===== config.mk =====
export PLATFORM = sky130hd
export DESIGN_NAME = mem_lsu_flat
export DESIGN_NICKNAME = d
export VERILOG_FILES = /design/src/rtl/mem_pkg.sv /design/src/rtl/mem_lsu_if.sv /design/src/rtl/mem_lsu_load_align.sv /design/src/rtl/mem_lsu.sv /design/src/flat_wrapper.sv
export SDC_FILE = /design/constraint.sdc
export NUM_CORES = 1
export LEC_CHECK = 0
export ABC_AREA = 1
export CORE_AREA = 5 5 133 135
export CTS_BUF_LIST = sky130_fd_sc_hd__clkbuf_8
export CTS_CLUSTER_DIAMETER = 200
export DETAILED_ROUTE_END_ITERATION = 6
export DIE_AREA = 0 0 138 140
export PLACE_DENSITY = 0.7
export SETUP_SLACK_MARGIN = 0.2
export SLEW_MARGIN = 30
export SYNTH_ARGS = -nofsm -noshare
export SYNTH_HDL_FRONTEND = slang
export SYNTH_SLANG_ARGS = --single-unit

===== constraint.sdc =====
create_clock -name cpu_clk -period 5.2 [get_ports cpu_clk]
set_input_delay 0.52 -clock cpu_clk [delete_from_list [all_inputs] [get_ports cpu_clk]]
set_output_delay 0.52 -clock cpu_clk [all_outputs]
set_load 0.005 [all_outputs]

===== src/rtl/mem_pkg.sv =====
// Shared definitions for the memory load/store unit:
// funct3 size codes, FSM states and lane helpers.
package mem_pkg;

    localparam int TIMEOUT_DEF = 255;

    localparam logic [2:0] F3_B  = 3'b000;
    localparam logic [2:0] F3_H  = 3'b001;
    localparam logic [2:0] F3_W  = 3'b010;
    localparam logic [2:0] F3_BU = 3'b100;
    localparam logic [2:0] F3_HU = 3'b101;

    typedef enum logic [1:0] {
        S_IDLE,
        S_REQ,
        S_DONE
    } state_t;

    function automatic logic is_misaligned(
        input logic [2:0] sz,
        input logic [1:0] a
    );
        logic r;
        r = 1'b0;
        case (sz[1:0])
            2'b01:   r = a[0];
            2'b10:   r = (a != 2'b00);
            default: r = 1'b0;
        endcase
        return r;
    endfunction

    function automatic logic [3:0] be_of(
        input logic [2:0] sz,
        input logic [1:0] a
    );
        logic [3:0] r;
        r = 4'b1111;
        case (sz[1:0])
            2'b00:   r = 4'b0001 << a;
            2'b01:   r = 4'b0011 << {a[1], 1'b0};
            default: r = 4'b1111;
        endcase
        return r;
    endfunction

    function automatic logic [31:0] wdata_of(
        input logic [2:0]  sz,
        input logic [31:0] d
    );
        logic [31:0] r;
        r = d;
        case (sz[1:0])
            2'b00:   r = {4{d[7:0]}};
            2'b01:   r = {2{d[15:0]}};
            default: r = d;
        endcase
        return r;
    endfunction

endpackage


===== src/rtl/mem_lsu_if.sv =====
// Data-memory bus between the LSU (master)
// and the memory or interconnect (slave).
interface mem_lsu_if;

    logic        bus_req;
    logic        bus_we;
    logic [31:0] bus_addr;
    logic [3:0]  bus_be;
    logic [31:0] bus_wdata;
    logic        bus_ack;
    logic [31:0] bus_rdata;

    modport master (
        output bus_req,
        output bus_we,
        output bus_addr,
        output bus_be,
        output bus_wdata,
        input  bus_ack,
        input  bus_rdata
    );

    modport slave (
        input  bus_req,
        input  bus_we,
        input  bus_addr,
        input  bus_be,
        input  bus_wdata,
        output bus_ack,
        output bus_rdata
    );

endinterface


===== src/rtl/mem_lsu_load_align.sv =====
// Picks the addressed byte/half out of a read word
// and sign- or zero-extends it to 32 bits.
module load_align (
    input  logic [31:0] word_i,
    input  logic [2:0]  size_i,
    input  logic [1:0]  off_i,
    output logic [31:0] data_o
);

    logic [31:0] shifted;
    logic [7:0]  b;
    logic [15:0] h;
    logic        sx;

    // lane select then extension, bit 2 of funct3 means unsigned
    always_comb begin
        shifted = word_i >> {off_i, 3'b000};
        b       = shifted[7:0];
        h       = off_i[1] ? word_i[31:16] : word_i[15:0];
        sx      = ~size_i[2];
        data_o  = word_i;
        case (size_i[1:0])
            2'b00:   data_o = {{24{sx & b[7]}}, b};
            2'b01:   data_o = {{16{sx & h[15]}}, h};
            default: data_o = word_i;
        endcase
    end

endmodule


===== src/rtl/mem_lsu.sv =====
// MEM-stage load/store unit: one bus transaction per
// EX/MEM op, stalling the pipeline until it completes.
module mem_lsu
    import mem_pkg::*;
#(
    parameter int TIMEOUT = TIMEOUT_DEF
) (
    input  logic        cpu_clk,
    input  logic        cpu_rst_n,
    input  logic        ld_MEM_in,
    input  logic        ram_we_MEM_in,
    input  logic [2:0]  size_MEM_in,
    input  logic [31:0] ALU_C_MEM_in,
    input  logic [31:0] rD2_MEM_in,
    output logic        lsu_stall,
    output logic [31:0] rdata_MEM_out,
    output logic        misalign_err,
    output logic        bus_err,
    mem_lsu_if.master   bus
);

    localparam logic [7:0] TO = 8'(TIMEOUT);

    state_t      state_q, state_d;
    logic        req_q, req_d;
    logic        we_q, we_d;
    logic [31:0] addr_q, addr_d;
    logic [3:0]  be_q, be_d;
    logic [31:0] wdata_q, wdata_d;
    logic [2:0]  size_q, size_d;
    logic [1:0]  off_q, off_d;
    logic [7:0]  cnt_q, cnt_d;
    logic [31:0] rdata_q, rdata_d;
    logic        mis_q, mis_d;
    logic        berr_q, berr_d;

    logic        op;
    logic        mis;
    logic [31:0] aligned;

    load_align u_align (
        .word_i (bus.bus_rdata),
        .size_i (size_q),
        .off_i  (off_q),
        .data_o (aligned)
    );

    assign op  = ld_MEM_in | ram_we_MEM_in;
    assign mis = is_misaligned(size_MEM_in, ALU_C_MEM_in[1:0]);

    // next-state, bus latching and stall decode
    always_comb begin
        state_d   = state_q;
        req_d     = req_q;
        we_d      = we_q;
        addr_d    = addr_q;
        be_d      = be_q;
        wdata_d   = wdata_q;
        size_d    = size_q;
        off_d     = off_q;
        cnt_d     = cnt_q;
        rdata_d   = rdata_q;
        mis_d     = 1'b0;
        berr_d    = 1'b0;
        lsu_stall = 1'b0;
        unique case (state_q)
            S_IDLE: begin
                if (op && mis) begin
                    mis_d   = 1'b1;
                    rdata_d = '0;
                end else if (op) begin
                    lsu_stall = 1'b1;
                    state_d   = S_REQ;
                    req_d     = 1'b1;
                    we_d      = ram_we_MEM_in;
                    addr_d    = {ALU_C_MEM_in[31:2], 2'b00};
                    be_d      = be_of(size_MEM_in, ALU_C_MEM_in[1:0]);
                    wdata_d   = wdata_of(size_MEM_in, rD2_MEM_in);
                    size_d    = size_MEM_in;
                    off_d     = ALU_C_MEM_in[1:0];
                    cnt_d     = '0;
                end
            end
            S_REQ: begin
                lsu_stall = 1'b1;
                if (bus.bus_ack) begin
                    state_d = S_DONE;
                    req_d   = 1'b0;
                    rdata_d = aligned;
                end else if (cnt_q + 8'd1 >= TO) begin
                    state_d = S_DONE;
                    req_d   = 1'b0;
                    berr_d  = 1'b1;
                    rdata_d = '0;
                end else begin
                    cnt_d = cnt_q + 8'd1;
                end
            end
            S_DONE: begin
                state_d = S_IDLE;
            end
            default: begin
                state_d = S_IDLE;
            end
        endcase
    end

    // state and registered bus outputs
    always_ff @(posedge cpu_clk or negedge cpu_rst_n) begin
        if (!cpu_rst_n) begin
            state_q <= S_IDLE;
            req_q   <= 1'b0;
            we_q    <= 1'b0;
            addr_q  <= '0;
            be_q    <= '0;
            wdata_q <= '0;
            size_q  <= '0;
            off_q   <= '0;
            cnt_q   <= '0;
            rdata_q <= '0;
            mis_q   <= 1'b0;
            berr_q  <= 1'b0;
        end else begin
            state_q <= state_d;
            req_q   <= req_d;
            we_q    <= we_d;
            addr_q  <= addr_d;
            be_q    <= be_d;
            wdata_q <= wdata_d;
            size_q  <= size_d;
            off_q   <= off_d;
            cnt_q   <= cnt_d;
            rdata_q <= rdata_d;
            mis_q   <= mis_d;
            berr_q  <= berr_d;
        end
    end

    assign bus.bus_req   = req_q;
    assign bus.bus_we    = we_q;
    assign bus.bus_addr  = addr_q;
    assign bus.bus_be    = be_q;
    assign bus.bus_wdata = wdata_q;
    assign rdata_MEM_out = rdata_q;
    assign misalign_err  = mis_q;
    assign bus_err       = berr_q;

endmodule


===== src/flat_wrapper.sv =====
// flat-port wrapper written by rule: the top's interface ports become plain ports
module mem_lsu_flat import mem_pkg::*;
#(
    parameter int TIMEOUT = TIMEOUT_DEF
)
  (cpu_clk, cpu_rst_n, ld_MEM_in, ram_we_MEM_in, size_MEM_in, ALU_C_MEM_in, rD2_MEM_in, lsu_stall, rdata_MEM_out, misalign_err, bus_err, bus_bus_req, bus_bus_we, bus_bus_addr, bus_bus_be, bus_bus_wdata, bus_bus_ack, bus_bus_rdata);
  mem_lsu_if bus_i ();
  input  logic cpu_clk;
  input  logic cpu_rst_n;
  input  logic ld_MEM_in;
  input  logic ram_we_MEM_in;
  input  logic [2:0] size_MEM_in;
  input  logic [31:0] ALU_C_MEM_in;
  input  logic [31:0] rD2_MEM_in;
  output logic lsu_stall;
  output logic [31:0] rdata_MEM_out;
  output logic misalign_err;
  output logic bus_err;
  output wire logic [$bits(bus_i.bus_req)-1:0] bus_bus_req;
  output wire logic [$bits(bus_i.bus_we)-1:0] bus_bus_we;
  output wire logic [$bits(bus_i.bus_addr)-1:0] bus_bus_addr;
  output wire logic [$bits(bus_i.bus_be)-1:0] bus_bus_be;
  output wire logic [$bits(bus_i.bus_wdata)-1:0] bus_bus_wdata;
  input wire logic [$bits(bus_i.bus_ack)-1:0] bus_bus_ack;
  input wire logic [$bits(bus_i.bus_rdata)-1:0] bus_bus_rdata;
  assign bus_bus_req = bus_i.bus_req;
  assign bus_bus_we = bus_i.bus_we;
  assign bus_bus_addr = bus_i.bus_addr;
  assign bus_bus_be = bus_i.bus_be;
  assign bus_bus_wdata = bus_i.bus_wdata;
  assign bus_i.bus_ack = bus_bus_ack;
  assign bus_i.bus_rdata = bus_bus_rdata;
  mem_lsu #(.TIMEOUT(TIMEOUT)) u_core (.cpu_clk(cpu_clk), .cpu_rst_n(cpu_rst_n), .ld_MEM_in(ld_MEM_in), .ram_we_MEM_in(ram_we_MEM_in), .size_MEM_in(size_MEM_in), .ALU_C_MEM_in(ALU_C_MEM_in), .rD2_MEM_in(rD2_MEM_in), .lsu_stall(lsu_stall), .rdata_MEM_out(rdata_MEM_out), .misalign_err(misalign_err), .bus_err(bus_err), .bus(bus_i));
endmodule

# Word level (Yosys, flattened, before mapping)
# Cells that the tools add are included.
totals:
  in_bits: 104
  register_bits: 117
  wordCells: 75
  output_inout_bits: 105
classes:
  bitwise_logic: 5
  n_lt_le_gt_ge: 1
  muxes: 32
  shift: 3
  addsub: 1
  eq_ne: 10
  n_reduce_logical: 11
ops:
  columns: ["op", "n"]
  rows:
  - ["$pmux W32 S2", 3]
  - ["$mux W32", 3]
  - ["$mux W8", 4]
  - ["$shr A32 B5 Y8", 1]
  - ["$mux W16", 1]
  - ["$pmux W8 S2", 1]
  - ["$mux W1", 11]
  - ["$reduce_and A3 Y1", 3]
  - ["$add A8 B1 Y8 const B", 1]
  - ["$ge A8 B8 Y1 const B", 1]
  - ["$mux W2", 4]
  - ["$pmux W4 S2", 1]
  - ["$eq A2 B1 Y1 const B", 3]
  - ["$logic_not A2 Y1", 3]
  - ["$ne A2 B2 Y1 const B", 3]
  - ["$pmux W1 S2", 3]
  - ["$reduce_and A5 Y1", 1]
  - ["$ne A2 B1 Y1 const B", 2]
  - ["$pmux W2 S2", 1]
  - ["$reduce_and A4 Y1", 1]
  - ["$reduce_bool A2 Y1", 2]
  - ["$shl A1 B2 Y4 const A", 1]
  - ["$shl A2 B2 Y4 const A", 1]
  - ["$ne A3 B2 Y1 const B", 1]
  - ["other kinds (5)", 7]

# Longest topological paths before layout
# Gate-level depths: netlist (run 1).
logic_depth:
  word_depth: 5
  mapped_depth: 13
  mapped_depth_nobuf: 12

# Hierarchy
# From an unflattened synthesis (run 1), not the netlist that was laid out.
hier_totals:
  hier_cells: 737
  hier_area_um2: 5883.1
modules_own_cells:
  columns: ["module", "instances", "cells_per_inst", "seq_area_each_um2", "area_each_um2"]
  rows:
  - ["mem_lsu", 1, 583, 2927.8, 4977.3]
  - ["load_align", 1, 154, 0.0, 905.9]

# Least setup slack after synthesis (run 1)
# OpenSTA, ideal clock, no wires.
synth_timing:
  kind: "input port to flip-flop"
  startpoint: "in size_MEM_in[1]"
  endpoint: "reg u_core.be_q[1], in the netlist u_core.bus.bus_be[1]"
  path_buffers: 2
  t_required_ns: 5.077
  stages: 10
  setup_ns: 0.123
  setup_slack_ns: 3.311
  arrival_ns: 1.765
  cell_sequence: "inv_1 -> ha_1 -> o211ai_1 -> nand2_1 -> nor2_1 -> inv_2 -> buf_2 -> buf_2 -> nand2_1 -> nand2_1"
synth_between:
  elab_chain_cells: 5
  word_cells_on_any_way: 8
  classes_between: "eq/ne: 2; mux: 2; bitwise: 1; reduce/logical: 3"
synth_lines:
  columns: ["element", "line", "text"]
  rows:
  - ["start: declaration", "flat_wrapper.sv:12", "input logic [2:0] size_MEM_in;"]
  - ["$eq A2 B2 Y1 or $eq A2 B1 Y1 (tied branches)", "mem_pkg.sv:25, mem_pkg.sv:39", null]
  - ["$pmux W1 S2", "mem_pkg.sv:25", "case (sz[1:0])"]
  - ["$logic_and A1 B1 Y1", "mem_lsu.sv:68", "if (op && mis) begin"]
  - ["$not A1 Y1 (no line)", null, null]
  - ["$reduce_and A3 Y1 (no line)", null, null]
  - ["end signal: assignment", "mem_lsu.sv:115", "be_q <= '0;"]
  - ["end signal: assignment", "mem_lsu.sv:128", "be_q <= be_d;"]
  - ["end: declaration", "mem_lsu.sv:28", "logic [3:0] be_q, be_d;"]
# Parallel ways exist; a longest one is shown, timed or not.
# A chain may end at the register's enable or synchronous reset.

# Worst setup path in the final report (run 1)
layout_timing:
  startpoint: "in size_MEM_in[1]"
  endpoint: "out lsu_stall"
layout_between:
  elab_chain_cells: 5
  word_cells_on_any_way: 6
  classes_between: "eq/ne: 2; mux: 3; reduce/logical: 1"
layout_lines:
  columns: ["element", "line", "text"]
  rows:
  - ["$eq A2 B2 Y1 or $eq A2 B1 Y1 (tied branches)", "mem_pkg.sv:25", null]
  - ["$pmux W1 S2 *", "mem_pkg.sv:25", null]
  - ["$logic_and A1 B1 Y1 *", "mem_lsu.sv:68", null]
  - ["$mux W1 *", "mem_lsu.sv:68", null]
  - ["$pmux W1 S2 *", "mem_lsu.sv:66", "unique case (state_q)"]
  - ["end: declaration", "flat_wrapper.sv:15", "output logic lsu_stall;"]
# Mark *: on every way between the ends. The rest lies on a longest branch, timed or not.

==> impl_metrics.json, run 1 <==
{
  "first_global_vias": 5256,
  "grt_antenna_before_repair": 0,
  "rsz0062_at_grt": "no",
  "start_util_pct": 34.47,
  "commonest_register_cell_after_synthesis": "dfrtp_1",
  "worst-r2r-setup-slack_ns": 2.79,
  "detail-route-antenna-nets": 0,
  "worst_path_slowest_cell": "clkdlybuf4s50_1",
  "fin_skew_ns": 0.01002,
  "postLayoutCellArea_um2": 8194,
  "vias_per_cell": 4.692,
  "status": "complete, no violations",
  "post_cts_hold_buffer_count": 0,
  "synth_seq_cells": 117,
  "tritoncts_clock_tree": "built",
  "wl_per_cell_um": 15.79,
  "floorplan.rows": 47,
  "switch_pwr_mw": 1.612,
  "num-fill-cells": 1599,
  "worstRegToRegCells": 7,
  "cp_peak_stage_delay_ns": 0.52,
  "finalMaxSlewViolations": 0,
  "setup.worst_path.class": "primary input to primary output",
  "p_seq_share_pct": 36.3,
  "dpl_cell_area_um2": 7794,
  "rr_endpoint": "u_core.rdata_MEM_out[26]",
  "netlist_area_um2": 5635,
  "postCtsSetupRepairBufs": 0,
  "area.growth.synth_to_final_pct": 45.40,
  "finish.net_count": 1004,
  "cp_data_required_time_ns": 4.68,
  "io_buffers": 206,
  "grt_max_degree": 72,
  "drt_iter0_drc": 286,
  "netlist_instances": 701,
  "globalplace.congestion": 0.8478,
  "global_route_wire_length_before_repair_um": 28790,
  "critPathMaxFanout": 12,
  "tns_ns": 0,
  "pwr-share-comb_pct": 44.7,
  "cell_with_the_most_instances_after_synthesis": "nand2_1",
  "routed-via-count": 5297,
  "number_of_enable_type_register_cells_in_the_synthesized_netlist": 0,
  "cts-root-buf": "clkbuf_8",
  "synth.top_cells.by_area": "dfrtp_1 52%, nand2_1 21%, o21ai_0 4.2%",
  "pwr_density_cell_nw_per_um2": 534.3,
  "power.static_leakage_nw": 3.887,
  "setup_viol_count_final": 0,
  "cts.reportedPaths.clkPinSlew_ns": 0.07,
  "synth_async_sr_flop_share_pct": 100.0,
  "cts-htree-levels": 4,
  "syn_area_per_cell_um2": 8.039,
  "multi_input_comb_area_um2": 2362,
  "die_width_um": 138,
  "preCtsSetupSlack_ns": 1.742,
  "ys_seq_area_share_pct": 51.95,
  "drcViolationCount": 0,
  "cts_resized": 0,
  "yosysWarnings": 0,
  "power.total_mw": 4.378,
  "total_gr_overflow": 0,
  "timing.max_slew.rel_slack_pct": 45.82,
  "timing.critical_path.arrival_ns": 2.61,
  "drive_gt1_share_pct": 7.709,
  "detailed_place_hpwl_um": 12790,
  "timing.critical_path.from_type": "primary input",
  "worst-slew-pin-transition_ns": 0.8118,
  "crit_path_end_kind": "primary output",
  "cap_viol_max_count": 0,
  "chipHeight_um": 140,
  "grt_util_all_layers_pct": 18.57,
  "most_area_hungry_cell_type_in_the_yosys_netlist": "dfrtp_1",
  "power_frac_clock_pct": 19.0,
  "num_cts_buffers": 17,
  "clk_path_buf_depth": 2,
  "layout.area.seq_um2": 2928,
  "fin_crit_sh_pct": 60.13,
  "ir_worst_vdd_mv": 0.2331,
  "clock_insertion_delay_worst_skew_ns": 0.43,
  "yosys.area.top_type_share_pct": 51.95,
  "synth.top_cells.by_count": "314 x nand2_1, 117 x dfrtp_1, 47 x o21ai_0",
  "r2r-start": "u_core.size_q[1]",
  "timing_hold_violations_final": 0,
  "cellInternalPower_mw": 2.766,
  "io_pins": 209,
  "fraction_of_power_spent_switching_nets_pct": 36.82,
  "fmaxAchievable_mhz": 319.8,
  "shortest_period_the_worst_path_allows_ns": 3.127,
  "length_of_the_first_detailed_routing_pass_in_iterations": 4,
  "timing.critical_path.cells": "clkdlybuf4s50_1, inv_1, ha_1, o211ai_1, nand2_1, nand2_1, clkdlybuf4s50_1",
  "finalWirelength_um": 17830,
  "dieArea_um2": 19320,
  "synth.lib_cells_used.distinct": 33,
  "worst_slack_ns": 2.073,
  "hold_removal_path_class": "primary input to asynchronous set/reset pin",
  "coreArea_um2": 16350,
  "tritoncts_num_sinks": 117
}
==> logic make-up (layout without fill, tap and decap cells) <==
group | count (synthesis) | after routing | share of synthesized area (%)
AO/OA/AOI/OAI | 98 | 98 | 10.52
flip-flops | 117 | 117 | 51.95
adder cells (fa/ha/maj) | 5 | 5 | 1.110
buffers and inverters | 73 | 279 | 6.327
other | 1 | 3 | 0.06654
multiplexers | 7 | 7 | 1.243
AND/OR/NAND/NOR | 400 | 400 | 28.77
==> cell usage in the layout, fill, tap and decap left out, types with 2 or more instances in the layout <==
| master | n |
|---|---|
| a21boi_0 | 7 |
| a21oi_1 | 19 |
| a22o_1 | 2 |
| buf_4 | 5 |
| bufinv_16 | 2 |
| clkbuf_8 | 21 |
| clkdlybuf4s50_1 | 205 |
| clkinv_2 | 6 |
| clkinvlp_4 | 2 |
| conb_1 | 2 |
| dfrtp_1 | 117 |
| ha_1 | 5 |
| inv_1 | 32 |
| inv_2 | 6 |
| mux2i_1 | 7 |
| nand2_1 | 314 |
| nand2_2 | 4 |
| nand3_1 | 30 |
| nand4_1 | 2 |
| nor2_1 | 27 |
| nor2_2 | 2 |
| nor2_4 | 2 |
| o211ai_1 | 10 |
| o21ai_0 | 47 |
| o21ai_1 | 2 |
| o21ai_2 | 2 |
| o221ai_1 | 7 |
| or2_2 | 15 |
==> flip-flops by register name (all words and copies together), names as in the netlist <==
register / cells
u_core.size_q: 3
u_core.misalign_err: 1
u_core.bus.bus_be: 4
u_core.bus.bus_addr: 30
u_core.bus.bus_req: 1
u_core.bus_err: 1
u_core.off_q: 2
u_core.state_q: 2
u_core.rdata_MEM_out: 32
u_core.cnt_q: 8
u_core.bus.bus_we: 1
u_core.bus.bus_wdata: 32
==> per-stage QoR <==
step / instances / hold slack [ns] / util [%]
CTS: 1128 / 0.1608 / 50.10
global placement: 1096 / 0.4530 / 47.67
floorplan: 702 / 0.2244 / -
global route: 1128 / 0.2095 / 50.11
finish: 1129 / 0.1661 / 50.12
detailed placement: 1096 / 0.4570 / 47.67
==> area by class of cell <==
cell class	instances	share of cell area, %
multi-input combinational	512	28.83
antenna	1	0.03054
clock buffer	21	3.527
clock inverter	11	1.313
tap	220	3.359
timing repair buffer	210	25.50
sequential	117	35.73
inverter	37	1.710
==> worst max path at each step <==
stage / from / to / slack, ns / cells after the start
6_report: size_MEM_in[1] / lsu_stall / 2.07 / 7
3_3_place_gp: size_MEM_in[1] / u_core.bus.bus_wdata[13] / 1.83 / 10
4_1_cts: size_MEM_in[1] / lsu_stall / 2.07 / 7
2_1_floorplan: size_MEM_in[1] / u_core.bus.bus_be[1] / 3.31 / 10
3_5_place_dp: size_MEM_in[1] / u_core.bus.bus_wdata[13] / 1.74 / 10
5_1_grt: size_MEM_in[1] / u_core.bus.bus_wdata[13] / 1.79 / 10
==> metal layers <==
metal  part of all wire (%)  track usage (%)
met1                     43            24.43
met3                    9.3            7.021
met5                      0                0
met2                     46            28.16
met4                    1.5            6.552
==> critical path: cells and delay by family <==
family                   cells  cell delay [ns]
buffers and inverters        3             1.15
AND/OR/NAND/NOR              2             0.26
AO/OA/AOI/OAI                1             0.31
adder cells (fa/ha/maj)      1             0.36
==> power by group through the flow <==
stage	clock (mW)	sequential, mW	combinational, mW
after CTS	0.859	1.59	1.99
final	0.833	1.59	1.96
after global placement	0	1.59	1.95
after detailed placement	0	1.59	1.98
after floorplan	0	1.54	0.975
after global routing	0.902	1.64	2.18
Note: power is estimated with default switching activity, not from simulation.
==> run 2: changes to the inputs <==
Clock period 5.2 ns to 3.15 ns, I/O delays scaled along.
==> run 2 against run 1 <==
Effect of this change: cell count up 0.44%; power increased by 69%; non-clock buffer count increased by 6; hold slack gained 0.25 ns; flip-flop and latch count is the same; via count is 0.76% higher; wire length is 0.69% lower; utilization grew 0.73 points; critical path depth did not move; design area up 1.5%; combinational power grew 69%; critical path type unchanged; critical endpoint unchanged.
==> impl_metrics.json, run 2 (synthesis results as in run 1) <==
{
  "timing.critical_path.arrival_ns": 2.18,
  "global_route_wire_length_before_repair_um": 28500,
  "fin_crit_sh_pct": 79.08,
  "tritoncts_clock_tree": "built",
  "io_pins": 209,
  "floorplan.rows": 47,
  "status": "complete, no violations",
  "setup_viol_count_final": 0,
  "cts-root-buf": "clkbuf_8",
  "timing.max_slew.rel_slack_pct": 50.09,
  "setup.worst_path.class": "primary input to primary output",
  "chipHeight_um": 140,
  "io_buffers": 206,
  "detail-route-antenna-nets": 0,
  "cap_viol_max_count": 0,
  "finalWirelength_um": 17700,
  "finish.net_count": 1010,
  "die_width_um": 138,
  "buffer_and_inverter_count_on_the_worst_path": 3,
  "grt_max_degree": 74,
  "r2r-start": "u_core.size_q[1]",
  "worst-slew-pin-transition_ns": 0.7487,
  "hold_end": "u_core.bus.bus_addr[22]",
  "postLayoutCellArea_um2": 8313,
  "timing_hold_violations_final": 0,
  "drive_gt1_share_pct": 8.206,
  "vias_per_cell": 4.706,
  "total_gr_overflow": 0,
  "antenna-diode-count": 0,
  "rsz0062_at_grt": "no",
  "ir_worst_vdd_mv": 0.4419,
  "num_cts_buffers": 17,
  "length_of_the_first_detailed_routing_pass_in_iterations": 5,
  "shortest_period_the_worst_path_allows_ns": 2.491,
  "power.static_leakage_nw": 3.935,
  "timing.hold.worst_path_depth": 3,
  "grt_antenna_before_repair": 0,
  "coreArea_um2": 16350,
  "start_util_pct": 34.47,
  "hold_removal_path_class": "primary input to flop",
  "worstRegToRegCells": 7,
  "detailed_place_hpwl_um": 13010,
  "critPathMaxFanout": 3,
  "area.growth.synth_to_final_pct": 47.51,
  "dpl_cell_area_um2": 7856,
  "drt_iter0_drc": 266,
  "tns_ns": 0,
  "fmaxAchievable_mhz": 401.5,
  "cellInternalPower_mw": 4.719,
  "postCtsSetupRepairBufs": 0,
  "cts_resized": 0,
  "clock_insertion_delay_worst_skew_ns": 0.43,
  "worst_path_slowest_cell": "clkdlybuf4s50_1",
  "layout_common_cells": "314 x nand2_1, 205 x clkdlybuf4s50_1, 117 x dfrtp_1",
  "power_frac_clock_pct": 20.8,
  "cts.reportedPaths.clkPinSlew_ns": 0.07,
  "tritoncts_num_sinks": 117,
  "fin_skew_ns": 0.01309,
  "worst-r2r-setup-slack_ns": 0.72,
  "hold_path.startpoint": "ALU_C_MEM_in[22]",
  "finalMaxSlewViolations": 0,
  "fraction_of_power_spent_switching_nets_pct": 36.40,
  "globalplace.congestion": 0.8428,
  "switch_pwr_mw": 2.700,
  "pwr-share-comb_pct": 44.7,
  "rr_endpoint": "u_core.rdata_MEM_out[25]",
  "cts-htree-levels": 4,
  "timing.critical_path.from_type": "primary input",
  "grt_util_all_layers_pct": 18.48,
  "cp_data_required_time_ns": 2.83,
  "commonest_non_fill_non_tap_cell_in_the_layout": "nand2_1",
  "pwr_density_cell_nw_per_um2": 892.4,
  "wl_per_cell_um": 15.61,
  "drcViolationCount": 0,
  "dieArea_um2": 19320,
  "routed-via-count": 5337,
  "post_cts_hold_buffer_count": 0,
  "first_global_vias": 5261,
  "crit_path_end_kind": "primary output",
  "critical_path.top_delay_family": "buffers and inverters",
  "clk_path_buf_depth": 2,
  "p_seq_share_pct": 34.6,
  "cp_peak_stage_delay_ns": 0.53,
  "timing.critical_path.cells": "clkdlybuf4s50_1, inv_1, ha_1, o211ai_1, nand2_1, nand2_1, clkdlybuf4s50_1"
}
-- run 2: cell types whose count changed in the layout (fill, tap and decap cells not counted), sizes merged --
cell,before,now
dlygate4sd3,0,1
clkinvlp,2,4
clkinv,6,4
clkbuf,21,19
buf,5,10
bufinv,2,4
diode,1,0
-- run 2: layout make-up --
class	instances	area, um2
inverter	37	138.9
tap	220	275.3
sequential	117	2928
multi-input combinational	512	2362
clock buffer	19	261.5
clock inverter	13	181.4
fill	1609	8035
timing repair buffer	216	2166
-- run 2: power groups by stage --
stage	clock network, mW	registers [mW]	logic, mW
5_1_grt	1.65	2.65	3.69
4_1_cts	1.58	2.57	3.36
3_5_place_dp	0	2.58	3.35
3_3_place_gp	0	2.58	3.30
2_1_floorplan	0	2.55	1.61
6_report	1.54	2.57	3.31
-- run 2: per-stage QoR --
stage	hold slack [ns]	worst slack, ns	std cells	utilization, %	power, mW
global route	0.3985	0.4998	1134	50.85	7.998
finish	0.4203	0.6591	1134	50.85	7.419
CTS	0.01726	0.6365	1133	50.77	7.516
floorplan	0.01941	1.467	702	-	4.155
global placement	0.4532	0.6345	1101	48.06	5.875
detailed placement	0.4574	0.5194	1101	48.06	5.934
-- run 2: worst max path at each step --
stage | startpoint | end | slack (ns) | depth (start not counted)
floorplan | size_MEM_in[1] | u_core.bus.bus_be[1] | 1.47 | 10
global placement | size_MEM_in[0] | u_core.bus.bus_be[2] | 0.63 | 9
detailed placement | size_MEM_in[0] | u_core.bus.bus_be[3] | 0.52 | 9
CTS | size_MEM_in[0] | lsu_stall | 0.64 | 7
global route | u_core.size_q[1] | u_core.rdata_MEM_out[23] | 0.50 | 7
finish | size_MEM_in[0] | lsu_stall | 0.66 | 7
-- run 2: routing by layer --
layer	track usage, %	part of all wire (%)	vias to the layer above
li1	-	-	2626
met1	22.71	41	2467
met2	28.88	46	219
met3	9.339	12	25
met4	4.992	1.7	0
met5	0	0	-
-- run 2: worst reg2reg max path, cell delays in order, from the launching register on --
cell	delay, ns
dfrtp_1	0.66
inv_2	0.41
nand3_1	0.38
o21ai_2	0.31
nand2_4	0.14
o211ai_4	0.23
nand3_1	0.15
nand2_1	0.10
